## config.mk

```make
export PLATFORM = sky130hd
export DESIGN_NAME = fetch_stage
export DESIGN_NICKNAME = d
export VERILOG_FILES = /design/src/rtl/fetch_stage_pkg.sv /design/src/rtl/fetch_stage_if_id_reg.sv /design/src/rtl/fetch_stage.sv
export SDC_FILE = /design/constraint.sdc
export NUM_CORES = 1
export LEC_CHECK = 0
export ABC_AREA = 1
export CAP_MARGIN = 0
export CORE_ASPECT_RATIO = 0.75
export CORE_MARGIN = 2
export CORE_UTILIZATION = 40
export DETAILED_ROUTE_END_ITERATION = 6
export PLACE_DENSITY = 0.77
export SYNTH_ARGS = -nofsm -noshare
export SYNTH_HDL_FRONTEND = slang
export SYNTH_SLANG_ARGS = --single-unit
```

## constraint.sdc

```tcl
create_clock -name clk -period 1.59 [get_ports clk]
set_input_delay 0.318 -clock clk [delete_from_list [all_inputs] [get_ports clk]]
set_output_delay 0.318 -clock clk [all_outputs]
set_load 0.02 [all_outputs]
```

## src/rtl/fetch_stage_pkg.sv

```systemverilog
// Shared constants and types for the instruction-fetch stage.
package fetch_stage_pkg;

  localparam int unsigned PC_W = 32;

  localparam logic [PC_W-1:0] DEF_RESET_PC  = 32'h0000_3000;
  localparam logic [31:0]     DEF_NOP_INSTR = 32'h0000_0000;

  typedef enum logic [1:0] {
    S_IDLE = 2'd0,
    S_REQ  = 2'd1,
    S_HOLD = 2'd2
  } fetch_state_t;

  // Force a PC to a word boundary.
  function automatic logic [PC_W-1:0] word_align(input logic [PC_W-1:0] a);
    return a & ~(PC_W'(3));
  endfunction

endpackage

```

## src/rtl/fetch_stage_if_id_reg.sv

```systemverilog
// IF/ID pipeline register: flush beats stall, stall beats load/bubble.
module if_id_reg
  import fetch_stage_pkg::*;
#(
  parameter logic [31:0] NOP_INSTR = DEF_NOP_INSTR
) (
  input  logic            clk,
  input  logic            rst_n,
  input  logic            i_flush,
  input  logic            i_stall,
  input  logic            i_load,
  input  logic [31:0]     i_instr,
  input  logic [PC_W-1:0] i_pc,
  input  logic [PC_W-1:0] i_pc4,
  output logic [31:0]     o_instr,
  output logic [PC_W-1:0] o_pc,
  output logic [PC_W-1:0] o_pc4,
  output logic            o_valid
);

  logic [31:0]     r_instr;
  logic [PC_W-1:0] r_pc;
  logic [PC_W-1:0] r_pc4;
  logic            r_valid;

  // Register update; bubbles keep the last pc/pc4 so only instr/valid change.
  always_ff @(posedge clk) begin
    if (!rst_n) begin
      r_instr <= NOP_INSTR;
      r_pc    <= '0;
      r_pc4   <= PC_W'(4);
      r_valid <= 1'b0;
    end else if (i_flush) begin
      r_instr <= NOP_INSTR;
      r_valid <= 1'b0;
    end else if (!i_stall) begin
      if (i_load) begin
        r_instr <= i_instr;
        r_pc    <= i_pc;
        r_pc4   <= i_pc4;
        r_valid <= 1'b1;
      end else begin
        r_instr <= NOP_INSTR;
        r_valid <= 1'b0;
      end
    end
  end

  assign o_instr = r_instr;
  assign o_pc    = r_pc;
  assign o_pc4   = r_pc4;
  assign o_valid = r_valid;

endmodule

```

## src/rtl/fetch_stage.sv

```systemverilog
// Fetch stage: PC, imem request FSM, hold buffer, pending redirect, IF/ID.
module fetch_stage
  import fetch_stage_pkg::*;
#(
  parameter logic [PC_W-1:0] RESET_PC  = DEF_RESET_PC,
  parameter logic [31:0]     NOP_INSTR = DEF_NOP_INSTR
) (
  input  logic            clk,
  input  logic            rst_n,
  input  logic            stallF,
  input  logic            stallD,
  input  logic            flushD,
  input  logic            redirect_valid,
  input  logic [PC_W-1:0] redirect_pc,
  output logic            imem_req,
  output logic [PC_W-1:0] imem_addr,
  input  logic            imem_ready,
  input  logic [31:0]     imem_rdata,
  output logic [31:0]     instrD,
  output logic [PC_W-1:0] pcD,
  output logic [PC_W-1:0] pc4D,
  output logic            validD,
  output logic            fetch_busy
);

  fetch_state_t    r_state;
  logic [PC_W-1:0] r_pcF;
  logic [31:0]     r_hold;
  logic            r_pend_v;
  logic [PC_W-1:0] r_pend_pc;

  logic            w_avail;
  logic            w_redir_acc;
  logic [PC_W-1:0] w_redir_target;
  logic [PC_W-1:0] w_pc4F;
  logic [PC_W-1:0] w_next_pc;
  logic [31:0]     w_word;

  assign w_redir_acc    = redirect_valid && !stallD;
  assign w_redir_target = word_align(redirect_pc);
  assign w_pc4F         = r_pcF + PC_W'(4);
  assign w_word         = (r_state == S_HOLD) ? r_hold : imem_rdata;

  // Fetch completes either from memory (ready, not stalled) or from the hold buffer.
  always_comb begin
    w_avail = 1'b0;
    unique case (r_state)
      S_REQ:   w_avail = imem_ready && !stallF;
      S_HOLD:  w_avail = !stallF;
      default: w_avail = 1'b0;
    endcase
  end

  // Next fetch address: a latched redirect outranks a live one, which outranks pc+4.
  always_comb begin
    w_next_pc = w_pc4F;
    if (r_pend_v)
      w_next_pc = r_pend_pc;
    else if (w_redir_acc)
      w_next_pc = w_redir_target;
  end

  // Request FSM, fetch PC, hold buffer and pending-redirect tracking.
  always_ff @(posedge clk) begin
    if (!rst_n) begin
      r_state   <= S_IDLE;
      r_pcF     <= RESET_PC;
      r_hold    <= NOP_INSTR;
      r_pend_v  <= 1'b0;
      r_pend_pc <= '0;
    end else begin
      unique case (r_state)
        S_IDLE: r_state <= S_REQ;
        S_REQ: begin
          if (imem_ready && stallF) begin
            r_hold  <= imem_rdata;
            r_state <= S_HOLD;
          end
        end
        S_HOLD: begin
          if (!stallF) r_state <= S_REQ;
        end
        default: r_state <= S_IDLE;
      endcase

      // The delay slot is the word at pcF, so a redirect arriving without a
      // completing fetch is parked until that slot has been fetched.
      if (w_avail) begin
        r_pcF <= w_next_pc;
        if (r_pend_v) r_pend_v <= 1'b0;
      end else if (w_redir_acc) begin
        r_pend_v  <= 1'b1;
        r_pend_pc <= w_redir_target;
      end
    end
  end

  assign imem_req   = (r_state == S_REQ);
  assign imem_addr  = r_pcF;
  assign fetch_busy = (r_state == S_REQ) && !imem_ready;

  if_id_reg #(
    .NOP_INSTR (NOP_INSTR)
  ) u_if_id (
    .clk     (clk),
    .rst_n   (rst_n),
    .i_flush (flushD),
    .i_stall (stallD),
    .i_load  (w_avail),
    .i_instr (w_word),
    .i_pc    (r_pcF),
    .i_pc4   (w_pc4F),
    .o_instr (instrD),
    .o_pc    (pcD),
    .o_pc4   (pc4D),
    .o_valid (validD)
  );

endmodule

```

# Word level (Yosys, flattened, before mapping)
# Index checks and enable logic that the tools add are counted.
[classes] n_addsub=1 n_eq_ne=4 n_mux=9 bitwise_logic=4 n_reduce_logical=14
[op_table] op="$mux 32" n=4
[op_table] op="$add 32x3->32 const B" n=1
[op_table] op="$pmux 2 s3" n=1
[op_table] op="$reduce_and 2->1" n=3
[op_table] op="$logic_and 1x1->1" n=4
[op_table] op="$mux 2" n=2
[op_table] op="$not 1->1" n=4
[op_table] op="$reduce_or 2->1" n=2
[op_table] op="$logic_not 1->1" n=3
[op_table] op="$reduce_and 3->1" n=1
[op_table] op="$eq 2x1->1 const B" n=1
[op_table] op="$eq 2x2->1 const B" n=1
[op_table] op="$logic_not 2->1" n=1
[op_table] op="$ne 2x1->1 const B" n=1
[op_table] op="$ne 2x2->1 const B" n=1
[op_table] op="$pmux 1 s2" n=1
[op_table] op="$mux 1" n=1
[totals] regBits=194 input_bits=71 output_inout_bits=131 wordCells=41

# Logic depth before layout (Yosys ltp)
# Gate-level depths: netlist (run 1).
[logic_depth] word_depth=5 ltp_mapped=12 depth_no_buf=11

# By module
# From an unflattened synthesis (run 1), not the netlist that was laid out.
[hier_totals] cells_unflattened=1384 area_unflattened_um2=9334.0
[modules_own_cells] mod="fetch_stage" n_inst=1 cells_per_inst=820 area_per_inst_um2=5298.8 seq_area_each_um2=1901.8
[modules_own_cells] mod="if_id_reg" n_inst=1 cells_per_inst=564 area_per_inst_um2=4035.1 seq_area_each_um2=1941.9

# Least setup slack after synthesis (run 1)
# Ideal clock, no wire load.
[synth_timing] path_type="reg-to-reg" start="register r_state[1]" end="register u_if_id.r_pc4[13] (netlist: u_if_id.o_pc4[13])" setup_ns=0.113 t_arrival_ns=1.759 required_time_ns=1.477 setup_slack_ns=-0.282 stages_incl_launch_ff=12 path_buffers=2 path_cell_list="dfxtp_1 > inv_1 > ha_1 > inv_1 > o21ai_2 > nand3_2 > nor2_4 > nand2_2 > buf_2 > buf_2 > o21ai_1 > inv_1"
[synth_via] elab_chain_cells=3 word_cells_on_any_way=4 cone_classes="eq/ne (2); mux (1); reduce/logical (1)"
[synth_lines] item="start, declared" line="fetch_stage.sv:26" text="fetch_state_t r_state;"
[synth_lines] item="start signal, assigned" line="fetch_stage.sv:66" text="r_state <= S_IDLE;"
[synth_lines] item="start signal, assigned" line="fetch_stage.sv:73" text="S_IDLE: r_state <= S_REQ;"
[synth_lines] item="start signal, assigned" line="fetch_stage.sv:77" text="r_state <= S_HOLD;"
[synth_lines] item="$eq 2x1->1"
[synth_lines] item="net imem_req" line="fetch_stage.sv:15" text="output logic imem_req,"
[synth_lines] item="$pmux 1 s2" line="fetch_stage.sv:47" text="unique case (r_state)"
[synth_lines] item="$reduce_and 3->1 (no source line)"
[synth_lines] item="end signal, assigned" line="fetch_stage_if_id_reg.sv:40" text="r_pc4 <= i_pc4;"
[synth_lines] item="end, declared" line="fetch_stage_if_id_reg.sv:23" text="logic [PC_W-1:0] r_pc4;"
# The timed path passes the listed nets, and every way through them passes these cells.
# A chain may end at the register's enable or synchronous reset.

# Worst setup path in the final report (run 1)
[layout_timing] start="register r_state[0]" end="register u_if_id.r_pc4[16] (netlist: u_if_id.o_pc4[16])"
[layout_via] elab_chain_cells=3 word_cells_on_any_way=4 cone_classes="eq/ne (2); mux (1); reduce/logical (1)"
[layout_lines] item="$eq 2x2->1 / $eq 2x1->1 (equally long branches)" line="fetch_stage.sv:47"
[layout_lines] item="$pmux 1 s2 (*)" line="fetch_stage.sv:47"
[layout_lines] item="$reduce_and 3->1 (no source line) (*)"
# Every way passes the cells marked *; elsewhere a longest branch is shown, timed or not.

==> flow_summary.json, run 1 <==
{
  "status": "finished, violations left",
  "violations": "setup timing",
  "finalMaxSlewViolations": 0,
  "worst_pin_slew_ns": 0.6327,
  "max-cap-violations": 0,
  "max_freq_mhz": 533.9,
  "postSynth.asyncResetShare": 0,
  "core_um2": 20950,
  "critPathMaxFanout": 5,
  "holdCritStartpoint": "rst_n",
  "std_cell_rows": 46,
  "path_cells": "buf_6 -> ha_4 -> inv_4 -> o21ai_4 -> nand3_4 -> nor2_4 -> nand2_4 -> buf_12 -> buf_6 -> a21oi_4 -> o21ai_2 -> inv_1",
  "cts_sinks": 188,
  "nNetsFinal": 1635,
  "clock_path_buffers": 2,
  "hold_buffers": 0,
  "setup_viol": 189,
  "path_class": "flip-flop to flip-flop",
  "overflow": 0,
  "dieHeight_um": 129.9,
  "final_common_cell": "nand2_1",
  "syn_avg_cell_area_um2": 6.733,
  "drt_iter0_drc": 1406,
  "hold-path-endpoint": "u_if_id.o_pc4[2]",
  "grt_pass1_wl_um": 50570,
  "hold_depth": 3,
  "slowest_delay_ns": 0.36,
  "dr_total_vias": 10266,
  "reg2reg_depth": 12,
  "hold_slack_ns": 0.3427,
  "cts_tree": "done",
  "dr.pass1.iters": 6,
  "vias_per_cell": 5.513,
  "wire_per_inst_um": 20.05,
  "numPortBuffers": 193,
  "yosys.cell_types.count": 33,
  "grt_max_degree": 64,
  "yosysTopAreaCellShare": 0.4450,
  "ys_ff_latch": 188,
  "worstPathRequired_ns": 1.97,
  "critical_path.most_common_cell": "buf_6",
  "clk_latency_ns": 0.43,
  "timing.rr.start": "r_state[0]",
  "grtUsageTotal": 0.2937,
  "final_hold_viol_count": 0,
  "htree_levels": 4,
  "cts_made_buffers": 17,
  "yosys_most_used_dff": "dfxtp_1",
  "place_congestion": 0.9401,
  "power_density_nw_per_um2": 785.8,
  "power_uw": 11210,
  "drc": 0,
  "mostFrequentLayoutCells": "nand2_1 (306), dfxtp_1 (161), inv_1 (125)",
  "setup_slack_ns": -0.2831,
  "slew_headroom": 0.5752,
  "start_kind": "flip-flop",
  "period_share": 1.178,
  "area_growth_pct": 68.68,
  "die_x_um": 171.9,
  "yosysWarnings": 0,
  "root_buffer": "clkbuf_16",
  "drive_above_1_share": 0.3255,
  "leakage_uw": 0.006183,
  "syn_inst": 1256,
  "worst_path_max_delay_cell": "dfxtp_2",
  "num_io_pins": 202,
  "hold_path.class": "primary input to flip-flop",
  "ant_nets": 0,
  "cp.arrival_ns": 2.25,
  "dp_hpwl_um": 20490,
  "fin_worst_skew_ns": 0.006888,
  "crit_path_end_kind": "flip-flop",
  "synth_edf_count": 0,
  "ys_seq_area_frac": 0.4450,
  "fin_crit_ns": 1.873,
  "rsz0062_at_grt": "yes",
  "die_area_um2": 22330,
  "place_ws_ns": -0.5135,
  "wl_um": 37330,
  "synth_top_area_cell": "dfxtp_1",
  "finish.instance_area_um2": 14260,
  "start_util": 0.4037,
  "grt_pass1_vias": 9126,
  "synth_area_leaders": "dfxtp_1 (45%), nand2_1 (16%), a21oi_1 (11%)",
  "ff2ff_setup_slack_ns": -0.28,
  "peakVddDrop_uv": 765.6,
  "antenna_found_initial": 3,
  "synth_area_um2": 8457,
  "worstReg2RegEnd": "u_if_id.o_pc4[16]",
  "cts.clk_slew.worst_paths_ns": 0.07,
  "placed_area_um2": 11420
}
synthesized netlist by cell type, types with 3 or more instances:
cell type	count
dfxtp_1	188
ha_1	4
o21ai_1	4
buf_4	6
buf_2	16
nor2_1	78
o21bai_1	3
nand2_1	362
o21ai_0	133
inv_1	132
clkbuf_1	52
a21oi_1	192
buf_1	4
nor2_2	3
a211oi_1	3
nand3_1	45
xor2_1	10
power by group:
part	leakage, µW	internal, µW	switching, µW
Sequential	0.00154	4860	153
Clock	0.000288	2340	1930
Combinational	0.00436	841	1090
Total	0.00618	8030	3180
logic make-up after synthesis:
kind of cell | synth area share
xor+xnor | 0.01139
simple gates | 0.2324
other cells | 0.0004434
compound gates | 0.2048
flops | 0.4450
buf+inv | 0.1000
fa+ha+maj | 0.005918
stage by stage:
step / util / setup TNS [ns] / instances
after floorplan: - / -2.173 / 1261
after global routing: 0.6809 / -40.49 / 1862
after detailed placement: 0.5453 / -71.87 / 1777
after global placement: 0.5453 / -65.53 / 1777
after CTS: 0.6345 / -18.05 / 1848
final: 0.6809 / -29.92 / 1862
state kept, by name, indices dropped and copies added, names as in the netlist:
signal and cells:
u_if_id.o_valid 1, r_pend_pc 30, r_pend_v 1, u_if_id.o_pc 30, u_if_id.o_pc4 30, r_hold 32, u_if_id.o_instr 32, r_state 2
imem_addr 30
worst max-delay path by stage:
stage,start,endpoint,cells past startpoint
after floorplan,r_state[1],r_hold[20],8
after global placement,imem_ready,imem_addr[9],9
after detailed placement,imem_ready,imem_addr[9],9
after CTS,r_state[0],u_if_id.o_pc4[23],15
after global routing,r_state[0],u_if_id.o_pc4[29],13
final,r_state[0],u_if_id.o_pc4[16],12
timing repair:
item | CTS | global route
pin swaps | 38 | 70
gates cloned | 17 | 9
setup endpoints to repair | 303 | 200
gates resized for setup | 389 | 295
buffers inserted | 22 | 9
area by class of cell:
cell class                      count  area, µm²
Sequential cell                   188       3820
Multi-Input combinational cell    859       5170
Clock inverter                     13      140.1
Antenna cell                        1      2.502
Timing Repair inverter              1      7.507
Fill cell                        1500       6685
Timing Repair Buffer              357       3777
Inverter                          136      554.3
Clock buffer                       19      432.9
Tap cell                          288      360.3
worst max-delay path: cells and delay by family (launching register included):
| family | cells | cell delay, ns |
|---|---|---|
| adders and majority gates | 1 | 0.15 |
| AOI/OAI and AO/OA | 3 | 0.37 |
| DFF | 1 | 0.36 |
| and+or+nand+nor | 3 | 0.41 |
| buffers and inverters | 5 | 0.53 |
routing by layer:
layer,GRT usage,vias up,share of wire
met5,0,-,0.00064
met4,0.1018,4,0.043
met3,0.08250,148,0.11
met2,0.4455,674,0.44
met1,0.4029,4818,0.40
li1,-,4622,-
Note: power is estimated with default switching activity, not from simulation.
==> inputs of run 2 (changes only) <==
--- a/config.mk
+++ b/config.mk
@@ -11,7 +11,9 @@
 export CORE_MARGIN = 2
 export CORE_UTILIZATION = 40
 export DETAILED_ROUTE_END_ITERATION = 6
+export MAX_ROUTING_LAYER = met4
 export PLACE_DENSITY = 0.77
 export SYNTH_ARGS = -nofsm -noshare
 export SYNTH_HDL_FRONTEND = slang
 export SYNTH_SLANG_ARGS = --single-unit
+export TNS_END_PERCENT = 20
==> flow_summary.json, run 2 (synthesized netlist as in run 1, its figures left out) <==
{
  "placed_area_um2": 11530,
  "numPortBuffers": 193,
  "drt_iter0_drc": 1163,
  "finalMaxSlewViolations": 0,
  "status": "finished, violations left",
  "dr.pass1.iters": 6,
  "critPathMaxFanout": 14,
  "worstPathRequired_ns": 1.97,
  "antennaDiodeCount": 0,
  "vias_per_cell": 5.187,
  "violations": "setup timing",
  "internal_power_uw": 7860,
  "wl_um": 30660,
  "overflow": 0,
  "path_class": "flip-flop to flip-flop",
  "dieHeight_um": 129.9,
  "dp_hpwl_um": 20280,
  "hold_path.class": "primary input to flip-flop",
  "worst_pin_slew_ns": 0.4955,
  "cp.arrival_ns": 2.15,
  "final_common_cell": "nand2_1",
  "core_um2": 20950,
  "mostFrequentLayoutCells": "nand2_1 (335), dfxtp_1 (158), a21oi_1 (153)",
  "cts_sinks": 188,
  "period_share": 1.108,
  "cts.clk_slew.worst_paths_ns": 0.07,
  "slowest_delay_ns": 0.34,
  "drive_above_1_share": 0.2403,
  "die_x_um": 171.9,
  "ant_nets": 0,
  "cts_tree": "done",
  "grt_pass1_vias": 8526,
  "power_switching_uw": 2968,
  "antenna_found_initial": 0,
  "hold_buffers": 0,
  "wire_per_inst_um": 16.70,
  "max-cap-violations": 0,
  "clk_latency_ns": 0.44,
  "fillCellCount": 1763,
  "setup_slack_ns": -0.1721,
  "die_area_um2": 22330,
  "finish.instance_area_um2": 13020,
  "switching_share": 0.2741,
  "crit_path_end_kind": "flip-flop",
  "fin_crit_ns": 1.762,
  "place_ws_ns": -0.5218,
  "power_frac_seq": 0.460,
  "slew_headroom": 0.6673,
  "start_kind": "flip-flop",
  "std_cell_rows": 46,
  "final_hold_viol_count": 0,
  "start_util": 0.4037,
  "clock_path_buffers": 2,
  "ff_latch_area_um2": 3824,
  "setup_viol": 110,
  "nNetsFinal": 1611,
  "clock_power_share": 0.398,
  "leakage_uw": 0.005640,
  "root_buffer": "clkbuf_16",
  "dr_total_vias": 9524,
  "htree_levels": 4,
  "power_density_nw_per_um2": 831.9,
  "combPwrFrac": 0.142,
  "rsz0062_at_grt": "yes",
  "grtUsageTotal": 0.2661,
  "cts_made_buffers": 17,
  "grt_pass1_wl_um": 45040,
  "multi_input_area_um2": 4464,
  "num_io_pins": 202,
  "worst_path_max_delay_cell": "dfxtp_2",
  "area_growth_pct": 53.90,
  "path_cells": "inv_4 -> ha_4 -> inv_6 -> o21ai_4 -> nand3_4 -> nor2_4 -> nand2_4 -> buf_6 -> buf_12 -> a21oi_1 -> nand2_1 -> inv_1",
  "fin_worst_skew_ns": 0.02009,
  "grt_max_degree": 57,
  "place_congestion": 0.9299,
  "drc": 0,
  "peakVddDrop_uv": 760.6,
  "max_freq_mhz": 567.5
}
run 2: cell types whose count changed in the layout (fill, tap and decap cells not counted), sizes merged:
cell	before	now
clkdlybuf4s18	1	0
clkinvlp	2	3
buf	165	144
dlygate4sd2	97	96
clkdlybuf4s15	16	21
clkbuf	30	23
clkinv	8	5
diode	1	0
inv	138	140
run 2: what timing repair did:
action                                  4_1_cts  5_1_grt
endpoints found under the setup margin      275      201
setup buffers                                 8        4
gates cloned                                  3        4
resized for setup                           282      181
pin swaps                                    11       31
run 2: power by group through the flow:
stage | logic [µW] | registers [µW] | clock network (µW)
floorplan | 636 | 5100 | 0
global placement | 1300 | 5070 | 0
detailed placement | 1330 | 5070 | 0
CTS | 1400 | 4970 | 4360
global route | 1650 | 4990 | 4560
finish | 1540 | 4980 | 4310
run 2: final cells by class:
| type | instances | area share |
|---|---|---|
| multi-input cells | 859 | 0.3430 |
| flip-flops and latches | 188 | 0.2938 |
| repair buffers | 334 | 0.2489 |
| inverters | 136 | 0.04182 |
| clock buffers | 17 | 0.03269 |
| well taps | 288 | 0.02769 |
| clock inverters | 14 | 0.01211 |
run 2: routing by layer:
metal / part of all wire / routed length (µm) / vias up / global-route usage
met5: 0 / 0 / - / -
met4: 0.020 / 599 / 0 / 0.07563
met3: 0.091 / 2777 / 46 / 0.06673
met2: 0.44 / 13570 / 463 / 0.3768
met1: 0.45 / 13720 / 4451 / 0.3746
li1: - / - / 4564 / -
run 2: worst paths after layout:
path	from	slack, ns	cells past startpoint	endpoint
setup / recovery	r_state[1]	-0.17	12	u_if_id.o_pc4[24]
hold / removal	rst_n	0.29	3	r_state[1]
setup reg to reg	r_state[1]	-0.17	12	u_if_id.o_pc4[24]
hold reg to reg	r_hold[4]	0.45	2	r_hold[4]
run 2: metrics by stage:
| stage | hold slack, ns | TNS [ns] | cells | util | power (µW) |
|---|---|---|---|---|---|
| finish | 0.2931 | -6.878 | 1836 | 0.6212 | 10830 |
| global route | 0.3081 | -17.66 | 1836 | 0.6212 | 11200 |
| CTS | 0.2529 | -5.466 | 1828 | 0.5976 | 10730 |
| detailed placement | 0.4386 | -70.50 | 1786 | 0.5502 | 6403 |
| global placement | 0.4318 | -65.87 | 1786 | 0.5502 | 6373 |
| floorplan | 0.4245 | -2.853 | 1261 | - | 5738 |
run 2: critical path: cells and delay by family (launching register included):
| family | cells | cell delay [ns] |
|---|---|---|
| adders and majority gates | 1 | 0.15 |
| DFF | 1 | 0.34 |
| buffers and inverters | 5 | 0.48 |
| and+or+nand+nor | 4 | 0.45 |
| AOI/OAI and AO/OA | 2 | 0.30 |
